--- src/rtl/uart_rx_oversampled.sv ---
// uart_rx_oversampled: 8N1 UART receiver sampling RxD at OVERSAMPLE x baud,
// with 2-of-3 mid-bit voting. Define UART_RX_PARITY_EN for one even-parity bit.
// Ports:
//   clk, rst          clock; synchronous active-high reset
//   RxD               asynchronous serial input, idles high
//   RxD_data          last good byte, LSB received first
//   RxD_data_ready    1-cycle pulse when RxD_data updates
//   RxD_frame_error   1-cycle pulse when the stop bit votes low
//   RxD_parity_error  1-cycle pulse alongside ready on parity mismatch
//   RxD_idle          high while waiting for a start bit
module uart_rx_oversampled #(
    parameter int CLK_FREQ   = 50000000,
    parameter int BAUD       = 115200,
    parameter int OVERSAMPLE = 16
) (
    input  logic       clk,
    input  logic       rst,
    input  logic       RxD,
    output logic [7:0] RxD_data,
    output logic       RxD_data_ready,
    output logic       RxD_frame_error,
    output logic       RxD_parity_error,
    output logic       RxD_idle
);

    localparam int DIV = (CLK_FREQ + BAUD * OVERSAMPLE / 2) / (BAUD * OVERSAMPLE);
    localparam int TW  = (DIV > 1) ? $clog2(DIV) : 1;
    localparam int SW  = $clog2(OVERSAMPLE);
    localparam int M   = OVERSAMPLE / 2;

    localparam logic [TW-1:0] T_WRAP = TW'(DIV - 1);
    localparam logic [SW-1:0] S_V0   = SW'(M - 1);
    localparam logic [SW-1:0] S_V1   = SW'(M);
    localparam logic [SW-1:0] S_VOTE = SW'(M + 1);
    localparam logic [SW-1:0] S_LAST = SW'(OVERSAMPLE - 1);

    typedef enum logic [2:0] {
        ST_IDLE, ST_START, ST_DATA, ST_PARITY, ST_STOP, ST_BREAK
    } state_t;

    state_t        state_q, state_d;
    logic          rx_meta_q, rxs_q, rxs_prev_q;
    logic [TW-1:0] tcnt_q, tcnt_d;
    logic [SW-1:0] scnt_q, scnt_d;
    logic [2:0]    bidx_q, bidx_d;
    logic [7:0]    shreg_q, shreg_d;
    logic          v0_q, v0_d, v1_q, v1_d;
    logic [7:0]    data_q, data_d;
    logic          ready_q, ready_d;
    logic          ferr_q, ferr_d;
    logic          fall, start_det, tick, at_vote, at_end, vote;
`ifdef UART_RX_PARITY_EN
    logic          par_bad_q, par_bad_d;
    logic          perr_q, perr_d;
`endif

    assign fall      = rxs_prev_q & ~rxs_q;
    assign start_det = (state_q == ST_IDLE) && fall;
    assign tick      = (tcnt_q == T_WRAP);
    assign at_vote   = tick && (scnt_q == S_VOTE);
    assign at_end    = tick && (scnt_q == S_LAST);
    // Third sample is the live value at the vote tick.
    assign vote      = (v0_q & v1_q) | (v0_q & rxs_q) | (v1_q & rxs_q);

    // FSM state register
    always_ff @(posedge clk) begin
        if (rst) begin
            state_q <= ST_IDLE;
        end else begin
            state_q <= state_d;
        end
    end

    // FSM next state
    always_comb begin
        state_d = state_q;
        unique case (state_q)
            ST_IDLE:   if (fall) state_d = ST_START;
            ST_START: begin
                if (at_vote && vote) state_d = ST_IDLE;
                else if (at_end)     state_d = ST_DATA;
            end
            ST_DATA: begin
                if (at_end && bidx_q == 3'd7) begin
`ifdef UART_RX_PARITY_EN
                    state_d = ST_PARITY;
`else
                    state_d = ST_STOP;
`endif
                end
            end
            ST_PARITY: if (at_end) state_d = ST_STOP;
            // Leaving at mid-stop lets a new start bit be caught early.
            ST_STOP:   if (at_vote) state_d = vote ? ST_IDLE : ST_BREAK;
            ST_BREAK:  if (rxs_q) state_d = ST_IDLE;
            default:   state_d = ST_IDLE;
        endcase
    end

    // FSM outputs
    always_comb begin
        ready_d  = 1'b0;
        ferr_d   = 1'b0;
        RxD_idle = (state_q == ST_IDLE);
        if (state_q == ST_STOP && at_vote) begin
            ready_d = vote;
            ferr_d  = !vote;
        end
`ifdef UART_RX_PARITY_EN
        perr_d = ready_d & par_bad_q;
`endif
    end

    // Datapath next state
    always_comb begin
        tcnt_d  = (tick || start_det) ? '0 : tcnt_q + TW'(1);
        scnt_d  = scnt_q;
        bidx_d  = bidx_q;
        shreg_d = shreg_q;
        v0_d    = v0_q;
        v1_d    = v1_q;
        data_d  = data_q;
        if (start_det) begin
            scnt_d = '0;
        end else if (tick && state_q != ST_IDLE) begin
            scnt_d = (scnt_q == S_LAST) ? '0 : scnt_q + SW'(1);
        end
        if (tick && scnt_q == S_V0) v0_d = rxs_q;
        if (tick && scnt_q == S_V1) v1_d = rxs_q;
        if (state_q == ST_START && at_end) bidx_d = '0;
        if (state_q == ST_DATA) begin
            if (at_vote) shreg_d = {vote, shreg_q[7:1]};
            if (at_end)  bidx_d  = bidx_q + 3'd1;
        end
`ifdef UART_RX_PARITY_EN
        par_bad_d = par_bad_q;
        if (state_q == ST_PARITY && at_vote) par_bad_d = vote ^ (^shreg_q);
`endif
        if (ready_d) data_d = shreg_q;
    end

    // Datapath registers
    always_ff @(posedge clk) begin
        if (rst) begin
            rx_meta_q  <= 1'b1;
            rxs_q      <= 1'b1;
            rxs_prev_q <= 1'b1;
            tcnt_q     <= '0;
            scnt_q     <= '0;
            bidx_q     <= '0;
            shreg_q    <= '0;
            v0_q       <= 1'b1;
            v1_q       <= 1'b1;
            data_q     <= '0;
            ready_q    <= 1'b0;
            ferr_q     <= 1'b0;
`ifdef UART_RX_PARITY_EN
            par_bad_q  <= 1'b0;
            perr_q     <= 1'b0;
`endif
        end else begin
            rx_meta_q  <= RxD;
            rxs_q      <= rx_meta_q;
            rxs_prev_q <= rxs_q;
            tcnt_q     <= tcnt_d;
            scnt_q     <= scnt_d;
            bidx_q     <= bidx_d;
            shreg_q    <= shreg_d;
            v0_q       <= v0_d;
            v1_q       <= v1_d;
            data_q     <= data_d;
            ready_q    <= ready_d;
            ferr_q     <= ferr_d;
`ifdef UART_RX_PARITY_EN
            par_bad_q  <= par_bad_d;
            perr_q     <= perr_d;
`endif
        end
    end

    assign RxD_data        = data_q;
    assign RxD_data_ready  = ready_q;
    assign RxD_frame_error = ferr_q;
`ifdef UART_RX_PARITY_EN
    assign RxD_parity_error = perr_q;
`else
    assign RxD_parity_error = 1'b0;
`endif

endmodule

--- config.mk ---
export PLATFORM = sky130hd
export DESIGN_NAME = uart_rx_oversampled
export DESIGN_NICKNAME = d
export VERILOG_FILES = /design/src/rtl/uart_rx_oversampled.sv
export SDC_FILE = /design/constraint.sdc
export NUM_CORES = 1
export LEC_CHECK = 0
export CORE_UTILIZATION = 25
export CTS_CLUSTER_DIAMETER = 120
export DETAILED_ROUTE_END_ITERATION = 10
export PLACE_DENSITY = 0.51
export SLEW_MARGIN = 15
export SYNTH_ARGS = -nofsm -noshare
export SYNTH_HDL_FRONTEND = slang
export SYNTH_SLANG_ARGS = --single-unit
--- constraint.sdc ---
create_clock -name clk -period 4.9 [get_ports clk]
set_input_delay 0.49 -clock clk [delete_from_list [all_inputs] [get_ports clk]]
set_output_delay 0.49 -clock clk [all_outputs]
set_load 0.01 [all_outputs]
After elaboration in Yosys (flattened, before gate mapping)

Index checks and enable logic that the tools add are counted.

Bits in writable memories: 0
ROM bits: 0
Latch bits: 0
Register bits: 38
Input bits: 3
Memories: 0
Logic and storage cells: 74

Div/mod/pow operators: 0
Multipliers: 0
Shifts and indexed selects: 0
Equal/unequal tests: 17
Order comparisons: 0
Reductions and logical operators: 19
Muxes and demuxes: 14
Add/sub/neg operators: 3
Bitwise gates (word level): 8

Operator list:

| operator                                                                | count |
|---|---|
| 3-bit 2-to-1 mux                                                        | 11 |
| 3-bit one-hot mux with 6 select lines                                   | 1 |
| 4-bit == test, second input constant                                    | 3 |
| 1-bit logical AND                                                       | 10 |
| 3-bit == test, second input constant                                    | 3 |
| 2-bit inequality test, second input constant                            | 4 |
| 3-bit by 2-bit == test with 1-bit output, second input constant         | 2 |
| 6-bit AND reduction                                                     | 1 |
| 2-bit OR reduction                                                      | 3 |
| 5-bit by 1-bit adder with 5-bit output, second input constant           | 1 |
| 5-bit == test, second input constant                                    | 1 |
| 4-bit by 1-bit adder with 4-bit output, second input constant           | 1 |
| 1-bit bitwise AND                                                       | 4 |
| 4-bit by 3-bit == test with 1-bit output, second input constant         | 1 |
| 4-bit 2-to-1 mux                                                        | 1 |
| 3-bit by 1-bit adder with 3-bit output, second input constant           | 1 |
| 3-bit by 1-bit == test with 1-bit output, second input constant         | 1 |
| 3-bit logical NOT                                                       | 1 |
| 3-bit inequality test, second input constant                            | 1 |
| 3-bit nonzero test                                                      | 1 |
| 2-bit by 1-bit inequality test with 1-bit output, second input constant | 1 |
| 1-bit inverter                                                          | 2 |
| 1-bit bitwise OR                                                        | 2 |
| 2-bit AND reduction                                                     | 1 |
| other kinds (3)                                                         | 3 |

Longest topological paths before layout

Gate-level depths: netlist (run 1).

Depth after elaboration: 6
Depth in mapped cells: 8
Gate-level depth less buffers: 6

Least setup slack after synthesis (run 1)

No wires, ideal clock.

Kind: register to register
From: register tcnt_q[0]
To: register state_q[1]
Data required time: 4.840 ns
Period minus slack after synthesis: 1.631 ns
Stages on the path, launching flop included: 8
Path buffers: 1
Slack: 3.269 ns
Data arrival time: 1.571 ns
Cells stage by stage: dfxtp_1 -> inv_1 -> ha_1 -> and4b_1 -> buf_6 -> and3_4 -> a2111oi_2 -> a32o_2

Cells in the longest elaborated chain, start to end: 5
Elaborated cells between the ends (all ways): 12
Classes of those cells: eq/ne: 5; mux: 2; reduce/logical: 5

Ends and longest elaborated chain:

| element                                                                                       | line   | RTL |
|---|---|---|
| from (decl)                                                                                   | 43     | `logic [TW-1:0] tcnt_q, tcnt_d;` |
| from (signal assigned)                                                                        | 165    | `tcnt_q <= tcnt_d;` |
| 5-bit == test *                                                                               | 59     | `assign tick = (tcnt_q == T_WRAP);` |
| 1-bit logical AND (on tied branches)                                                          | 60, 61 |  |
| 1-bit logical AND (on tied branches)                                                          | 80, 84 |  |
| 3-bit inequality test (no line) (tied with other cells)                                       | --     |  |
| 6-bit AND reduction (no line) / 3-bit one-hot mux with 6 select lines (equally long branches) | --     |  |
| to (signal assigned)                                                                          | 70     | `state_q <= state_d;` |
| to (decl)                                                                                     | 41     | `state_t state_q, state_d;` |

Every way passes the cells marked *; elsewhere a longest branch is shown, timed or not.
A chain may end at the register's enable or synchronous reset.

Final worst setup path (run 1)

From: register state_q[2]
To: output port RxD_idle

Cells in the longest elaborated chain, start to end: 1

Ends and longest elaborated chain:

| element           | line | RTL |
|---|---|---|
| 3-bit logical NOT | 104  | `RxD_idle = (state_q == ST_IDLE);` |
| to (decl)         | 23   | `output logic RxD_idle` |

Every way passes these cells.

==> results of run 1 <==
-- per-stage QoR --
step | total power, mW | hold slack (ns)
floorplan | 0.359 | 0.389
global placement | 0.371 | 0.394
detailed placement | 0.371 | 0.397
CTS | 0.600 | 0.414
global route | 0.620 | 0.419
finish | 0.589 | 0.411
-- cells by family (layout without fill, tap and decap cells) --
kind of cell	Yosys count	count (layout)	share of synthesized area, %
mux	19	19	10.9
simple gates	84	84	24.0
fa+ha+maj	8	8	5.62
flops	38	38	43.8
buf+inv	17	27	5.11
compound gates	17	17	7.78
other cells	1	1	0.216
xor+xnor	5	5	2.52
-- cells in the mapped netlist (all sizes together) --
library cell / number
a21oi: 3
ha: 7
and3: 2
a31o: 1
conb: 1
mux2i: 19
a32oi: 3
nand2: 27
and4b: 1
a2111oi: 1
and2: 1
a32o: 1
maj3: 1
nor4b: 1
xor2: 3
nand2b: 2
nor3: 3
nor2b: 2
o22ai: 1
o211ai: 1
o311a: 1
nor3b: 2
nand4b: 2
inv: 6
nand3: 6
o311ai: 1
nand4: 4
clkbuf: 6
xnor2: 2
a211oi: 1
o2111ai: 1
dfxtp: 38
nor2: 26
or2: 3
buf: 5
nand3b: 1
o21ai: 2
and4: 1
-- metal layers --
layer / track usage, % / wire [um] / up-vias / share of wire, %
li1: - / - / 670 / -
met1: 13.1 / 1650 / 596 / 51
met2: 13.9 / 1430 / 22 / 44
met3: 2.63 / 100 / 4 / 3.1
met4: 5.30 / 42 / 0 / 1.3
met5: 0 / 0 / - / 0
-- worst max-delay path, delay by kind of cell, from the launching register on --
| kind | cells | cell delay (ns) |
|---|---|---|
| and+or+nand+nor | 1 | 0.57 |
| DFF | 1 | 0.45 |
| buffers and inverters | 1 | 0.65 |
-- cells in the final DEF, fill, tap and decap left out, types with 2 or more instances in the layout --
master	netlist	layout
nand4_1	3	3
mux2i_1	19	19
or2_2	3	3
o21ai_0	2	2
dfxtp_1	38	38
nand4b_1	2	2
a21oi_1	3	3
nor2b_1	2	2
nand2_1	27	27
xor2_1	3	3
a32oi_1	3	3
xnor2_1	2	2
nor2_1	26	26
nand2b_1	2	2
clkbuf_8	0	6
nand3_1	6	6
clkdlybuf4s50_1	0	13
ha_1	7	7
nor3_1	3	3
inv_1	6	6
-- power breakdown --
part           switching, mW  leakage, nW  total, mW  internal [mW]
combinational         0.0238        0.415     0.0409         0.0171
clock                  0.112       0.0472      0.225          0.113
sequential           0.00893        0.307      0.323          0.314
-- flip-flops by register name (all words and copies together), names as in the netlist, 3 cells and up --
| signal | count |
|---|---|
| RxD_data | 8 |
| shreg_q | 8 |
| tcnt_q | 5 |
| scnt_q | 4 |
| bidx_q | 3 |
| state_q | 3 |
-- worst max path at each step --
stage | to | startpoint | slack [ns] | cells after the start
2_1_floorplan | state_q[1] | tcnt_q[0] | 3.27 | 7
3_3_place_gp | state_q[1] | rst | 2.31 | 5
3_5_place_dp | state_q[1] | rst | 2.29 | 5
4_1_cts | RxD_idle | state_q[2] | 2.44 | 2
5_1_grt | RxD_idle | state_q[2] | 2.32 | 2
6_report | RxD_idle | state_q[2] | 2.45 | 2
-- layout make-up --
| class | instances | area (um^2) | share of cell area (%) |
|---|---|---|---|
| inverter | 6 | 22.5 | 1.13 |
| sequential | 38 | 761 | 38.1 |
| clock buffer | 6 | 82.6 | 4.14 |
| clock inverter | 2 | 12.5 | 0.627 |
| timing repair buffer | 13 | 130 | 6.52 |
| multi-input combinational | 134 | 888 | 44.5 |
| tap | 80 | 100 | 5.01 |
==> flow_summary.ini, run 1 <==
[status]
run_status = complete, no violations

[die]
initial_core_util_pct = 25.7
die_h_um = 85.4
die_w_um = 85.4
rows = 30
core-area_mm2 = 0.00676
die_area_mm2 = 0.00729
io_pins = 15

[clocking]
cts_buffers = 5
hold_buffers = 0
tritoncts = done
path_clk_slew_ns = 0.08
cts-resized-gates = 0
clock_latency_ns = 0.29
cts-root-buf = clkbuf_8
clockBufferDepth = 2
cts_max_level = 2
clkSinkCount = 38
cts_setup_buffers = 0

[logic_synthesis]
yosysTopAreaCellShare_pct = 43.8
synth-seq-area-share_pct = 43.8
synth_warnings = 0
synth_cell_types = 44
ys_seq_elements = 38
synth.avg_cell_area_um2 = 9.20
synth_cells = 189
yosys.area.top_type = dfxtp_1
syn_nets = 199
synthesis.area_mm2 = 0.00174
synth_area_leaders = dfxtp_1 (44%), mux2i_1 (11%), nand2_1 (5.8%), nor2_1 (5.6%), ha_1 (5.0%)

[setup_path]
ff2ff_path_depth = 6
reg2reg_slack_ns = 3.05
r2r-end = RxD_data[6]
crit_chain = nor3_1, clkdlybuf4s50_1
worst_setup_path_start_kind = flip-flop
critPathMaxStageDelay_ns = 0.65
critPathKind = flip-flop to output pin
r2r_start = tcnt_q[0]
path_max_fanout = 14
worst_setup_path_end_kind = output pin
crit_arrival_ns = 1.96
worstPathRequired_ns = 4.41
cp_slowest_cell = clkdlybuf4s50_1

[sta]
clock_skew_ns = 0.00386
worst_pin_slew_ns = 0.635
rsz0062_at_grt = false
max_freq_ghz = 0.408
slew_viol_final = 0
timing.final.hold_violations = 0
tns_ns = 0
min_period_ns = 2.45
setup_ws_ns = 2.45
max_slew_margin_pct = 57.7
finalCritPeriodShare_pct = 50.1
setup_viol = 0

[global_routing]
antenna_found_initial = 0
grtUsageTotal_pct = 9.67
grt_pass1_wl_um = 5440
grt_overflow = 0
grt_max_degree = 23
grt_pass1_vias = 1160

[layout]
utilization_pct = 29.6
layout.nets = 208
n_antenna_cell = 0
final_area_mm2 = 0.00200
area_growth_pct = 14.9
stdcell_count = 279
final.fill_count = 722
drive_above_1_share_pct = 9.05

[routing]
num_vias = 1292
wl_per_cell_um = 11.5
drt_iter0_drc = 59
drt-total-wl_um = 3220
drc = 0
via_per_inst = 4.63
drt-pass1-iter-count = 4
ant_nets = 0

[placement]
dp.cells = 271
dpl_cell_area_mm2 = 0.00190
gp_congestion = 0.773
dpl_worst_slack_ns = 2.29
io_buffers = 13
dp_hpwl_um = 2220

[flow_run]
max_cap_viol_count = 0

[pwr]
cellPowerDensity_mw_per_mm2 = 295
ir_drop_uv = 197
leakagePower_nw = 0.770

[min_path]
hold_depth = 1
min_to = rxs_q
hold_class = flip-flop to flip-flop
hp-start = rx_meta_q
Power figures use the tool's default switching activity.
==> inputs of run 2 (changes only) <==
==> constraint.sdc (replaced) <==
create_clock -name clk -period 2.45 [get_ports clk]
set_input_delay 0.245 -clock clk [delete_from_list [all_inputs] [get_ports clk]]
set_output_delay 0.245 -clock clk [all_outputs]
set_load 0.01 [all_outputs]
==> run 2 against run 1 <==
Effect of this change: worst setup slack worse by 1.9 ns; largest cell class unchanged; register-to-register slack worse by 2.4 ns; wire length up 1.2%; cell area up 1.1%; via count up 2.1%; combinational power up 120%; first-iteration DRC count down 6.8%; sequential share of layout area down 0.42 points.
==> flow_summary.ini, run 2 (same netlist as run 1, synthesis figures left out) <==
[setup_path]
crit_chain = nor3_1, buf_4, clkdlybuf4s50_1
cp_slowest_cell = clkdlybuf4s50_1
critPathKind = flip-flop to output pin
critPathBufInv = 2
worst_setup_path_start_kind = flip-flop
worstPathRequired_ns = 2.20
critPathMaxStageDelay_ns = 0.53
worst_setup_path_end_kind = output pin
path_max_fanout = 14
crit_arrival_ns = 1.68
crit_family = buffers and inverters

[die]
die_area_mm2 = 0.00729
core-area_mm2 = 0.00676
die_w_um = 85.4
io_pins = 15
initial_core_util_pct = 25.7
die_h_um = 85.4
rows = 30

[min_path]
hold_class = flip-flop to flip-flop

[clocking]
cts-root-buf = clkbuf_8
cts-resized-gates = 0
path_clk_slew_ns = 0.08
cts_max_level = 2
cts_setup_buffers = 0
clkSinkCount = 38
clock_latency_ns = 0.29
tritoncts = done
clockBufferDepth = 2
cts_buffers = 5
hold_buffers = 0

[routing]
drt-total-wl_um = 3260
drt_iter0_drc = 55
via_per_inst = 4.68
wl_per_cell_um = 11.6
num_vias = 1319
drc = 0
ant_nets = 0
drt-pass1-iter-count = 6

[sta]
rsz0062_at_grt = false
setup_viol = 0
tns_ns = 0
min_period_ns = 1.92
timing.final.hold_violations = 0
clock_skew_ns = 0.00698
max_freq_ghz = 0.520
setup_ws_ns = 0.526
slew_viol_final = 0
finalCritPeriodShare_pct = 78.5

[placement]
io_buffers = 13
dp_hpwl_um = 2250
dpl_worst_slack_ns = 0.627
gp_congestion = 0.813

[layout]
final.fill_count = 725
drive_above_1_share_pct = 10.4
final_common_cell = dfxtp_1
layout.nets = 211
final_cell_mix = dfxtp_1 (38), nand2_1 (27), nor2_1 (26)
n_antenna_cell = 0
area_growth_pct = 16.2

[pwr]
leakagePower_nw = 0.784
cellPowerDensity_mw_per_mm2 = 587
ir_drop_uv = 187

[global_routing]
grt_pass1_vias = 1244
grt_max_degree = 18
grt_overflow = 0
grtUsageTotal_pct = 9.74
antenna_found_initial = 0
grt_pass1_wl_um = 5650

[flow_run]
max_cap_viol_count = 0

[status]
run_status = complete, no violations
==> run 2: cell types whose count changed in the layout (fill, tap and decap cells not counted), sizes merged <==
cell,change
buf,+3
==> run 2: cell type report <==
type | instances | area, um^2 | area share [%]
Multi-Input combinational cell | 134 | 888 | 44.0
Sequential cell | 38 | 761 | 37.7
Timing Repair Buffer | 16 | 153 | 7.56
Tap cell | 80 | 100 | 4.96
Clock buffer | 6 | 82.6 | 4.09
Inverter | 6 | 22.5 | 1.12
Clock inverter | 2 | 12.5 | 0.620
==> run 2: layer usage <==
| layer | track usage (%) | vias up | routed length [um] |
|---|---|---|---|
| li1 | - | 674 | - |
| met3 | 2.72 | 4 | 130 |
| met5 | 0 | - | 0 |
| met4 | 4.24 | 0 | 48 |
| met1 | 12.7 | 614 | 1650 |
| met2 | 15.0 | 27 | 1430 |
==> run 2: worst paths after layout <==
| path | startpoint | end | slack [ns] | cells past startpoint |
|---|---|---|---|---|
| max | state_q[2] | RxD_idle | 0.53 | 3 |
| min | rx_meta_q | rxs_q | 0.42 | 1 |
| max reg2reg | tcnt_q[0] | RxD_data[3] | 0.65 | 6 |
| min reg2reg | rx_meta_q | rxs_q | 0.42 | 1 |
==> run 2: where the power goes <==
group | internal, mW | switching, mW | leakage (nW)
registers | 0.628 | 0.0173 | 0.307
clock network | 0.226 | 0.225 | 0.0472
logic | 0.0407 | 0.0483 | 0.429
total | 0.895 | 0.291 | 0.784
==> run 2: stage by stage <==
step | total power [mW] | hold slack [ns] | cell area, um^2 | util (%) | std cells
after detailed placement | 0.749 | 0.406 | 1920 | 28.5 | 274
after global placement | 0.750 | 0.391 | 1920 | 28.5 | 274
after floorplan | 0.719 | 0.349 | 1740 | - | 189
after global routing | 1.24 | 0.452 | 2020 | 29.9 | 282
final | 1.19 | 0.418 | 2020 | 29.9 | 282
after CTS | 1.20 | 0.423 | 2020 | 29.9 | 282
==> inputs of run 3 (changes only) <==
--- a/config.mk
+++ b/config.mk
@@ -8,7 +8,7 @@
 export CORE_UTILIZATION = 25
 export CTS_CLUSTER_DIAMETER = 120
 export DETAILED_ROUTE_END_ITERATION = 10
-export PLACE_DENSITY = 0.51
+export PLACE_DENSITY = 0.52
 export SLEW_MARGIN = 15
 export SYNTH_ARGS = -nofsm -noshare
 export SYNTH_HDL_FRONTEND = slang
==> constraint.sdc (replaced) <==
create_clock -name clk -period 1.7 [get_ports clk]
set_input_delay 0.17 -clock clk [delete_from_list [all_inputs] [get_ports clk]]
set_output_delay 0.17 -clock clk [all_outputs]
set_load 0.01 [all_outputs]
==> run 3 against run 2 <==
Effect of this change: clock power is 45% higher; register-to-register slack worse by 0.55 ns; via count is 1.7% higher; cell count is 3.2% higher; combinational power is 75% higher; die area stayed put.
==> flow_summary.ini, run 3 (same netlist as run 1, synthesis figures left out) <==
[status]
run_status = complete, no violations

[global_routing]
antenna_found_initial = 0
grt_overflow = 0
grt_pass1_wl_um = 5610
grt_pass1_vias = 1234
grtUsageTotal_pct = 9.83
grt_max_degree = 22

[routing]
drt-total-wl_um = 3290
drt-pass1-iter-count = 4
ant_nets = 0
drt_iter0_drc = 47
wl_per_cell_um = 11.3
drc = 0
via_per_inst = 4.61
num_vias = 1342

[sta]
tns_ns = 0
min_period_ns = 1.60
max_freq_ghz = 0.626
rsz0062_at_grt = false
max_slew_margin_pct = 66.8
clock_skew_ns = 0.00732
holdWs_ns = 0.413
slew_viol_final = 0
worst_pin_slew_ns = 0.491
timing.final.hold_violations = 0
finalCritPeriodShare_pct = 94.0
setup_viol = 0

[setup_path]
worst_setup_path_start_kind = flip-flop
worstPathRequired_ns = 1.92
crit_arrival_ns = 1.82
path_max_fanout = 8
worst_setup_path_end_kind = flip-flop
critPathKind = flip-flop to flip-flop

[die]
die_w_um = 85.4
core-area_mm2 = 0.00676
die_area_mm2 = 0.00729
rows = 30
io_pins = 15
die_h_um = 85.4
initial_core_util_pct = 25.7

[layout]
final.fill_count = 721
n_antenna_cell = 0
area_growth_pct = 22.2
utilization_pct = 31.4
layout.nets = 220
final_cell_mix = dfxtp_1 (34), nand2_1 (27), nor2_1 (26)
drive_above_1_share_pct = 18.5
final_common_cell = dfxtp_1

[pwr]
cellPowerDensity_mw_per_mm2 = 819
total_power_mw = 1.74
leakagePower_nw = 0.842
ir_drop_uv = 402

[clocking]
cts_buffers = 5
clkSinkCount = 38
cts-root-buf = clkbuf_8
path_clk_slew_ns = 0.07
clock_latency_ns = 0.29
clockBufferDepth = 2
cts_max_level = 2
hold_buffers = 0
tritoncts = done

[min_path]
hold_class = flip-flop to flip-flop

[placement]
dp_hpwl_um = 2310
io_buffers = 13
gp_congestion = 0.853

[flow_run]
max_cap_viol_count = 0
[run 3: cell types whose count changed in the layout (fill, tap and decap cells not counted), sizes merged]
cell and delta:
buf +9, clkdlybuf4s50 -1, dlymetal6s2s +1
[run 3: timing repair]
action | 4_1_cts | 5_1_grt
resized for setup | 2 | 10
setup buffers | 0 | 1
endpoints found under the setup margin | 1 | 17
pin swaps | 0 | 2
gates cloned | 0 | 0
endpoints found under the hold margin | 0 | 0
[run 3: power by group]
| group | internal, mW | leakage [nW] | switching (mW) |
|---|---|---|---|
| Combinational | 0.0744 | 0.486 | 0.0820 |
| Clock | 0.326 | 0.0472 | 0.329 |
| Sequential | 0.907 | 0.309 | 0.0208 |
| Total | 1.31 | 0.842 | 0.432 |
[run 3: stage by stage]
step | std cells | setup slack [ns] | cell area [um^2]
2_1_floorplan | 189 | 0.0690 | 1740
3_3_place_gp | 282 | 0.0482 | 1980
3_5_place_dp | 282 | 0.0329 | 1980
4_1_cts | 290 | 0.0205 | 2090
5_1_grt | 291 | 0.00759 | 2120
6_report | 291 | 0.102 | 2120
[run 3: worst max-delay path, stage by stage, from the launching register on]
cell and delay, ns:
dfxtp_2 0.33, inv_2 0.06, ha_4 0.12, and4b_2 0.27, and3_4 0.23, and4_4 0.32
mux2i_1 0.21
[run 3: cell type report]
| class | count | area (um^2) | area share, % |
|---|---|---|---|
| multi-input cells | 134 | 918 | 43.2 |
| clock buffers | 6 | 82.6 | 3.89 |
| flip-flops and latches | 38 | 766 | 36.0 |
| inverters | 6 | 22.5 | 1.06 |
| repair buffers | 25 | 223 | 10.5 |
| clock inverters | 2 | 12.5 | 0.589 |
| well taps | 80 | 100 | 4.71 |
[run 3: path summary, 6_finish.rpt]
check                           startpoint           to  slack, ns  cells after the start
worst max-delay path             tcnt_q[0]  RxD_data[6]       0.10                      6
worst min register to register   rx_meta_q        rxs_q       0.41                      1
worst min-delay path             rx_meta_q        rxs_q       0.41                      1
worst max register to register   tcnt_q[0]  RxD_data[6]       0.10                      6
[run 3: per-layer routing]
layer / share of wire, % / global-route usage (%)
met5: 0 / 0
met4: 1.6 / 4.85
met1: 51 / 12.6
met3: 3.7 / 2.82
met2: 43 / 15.2
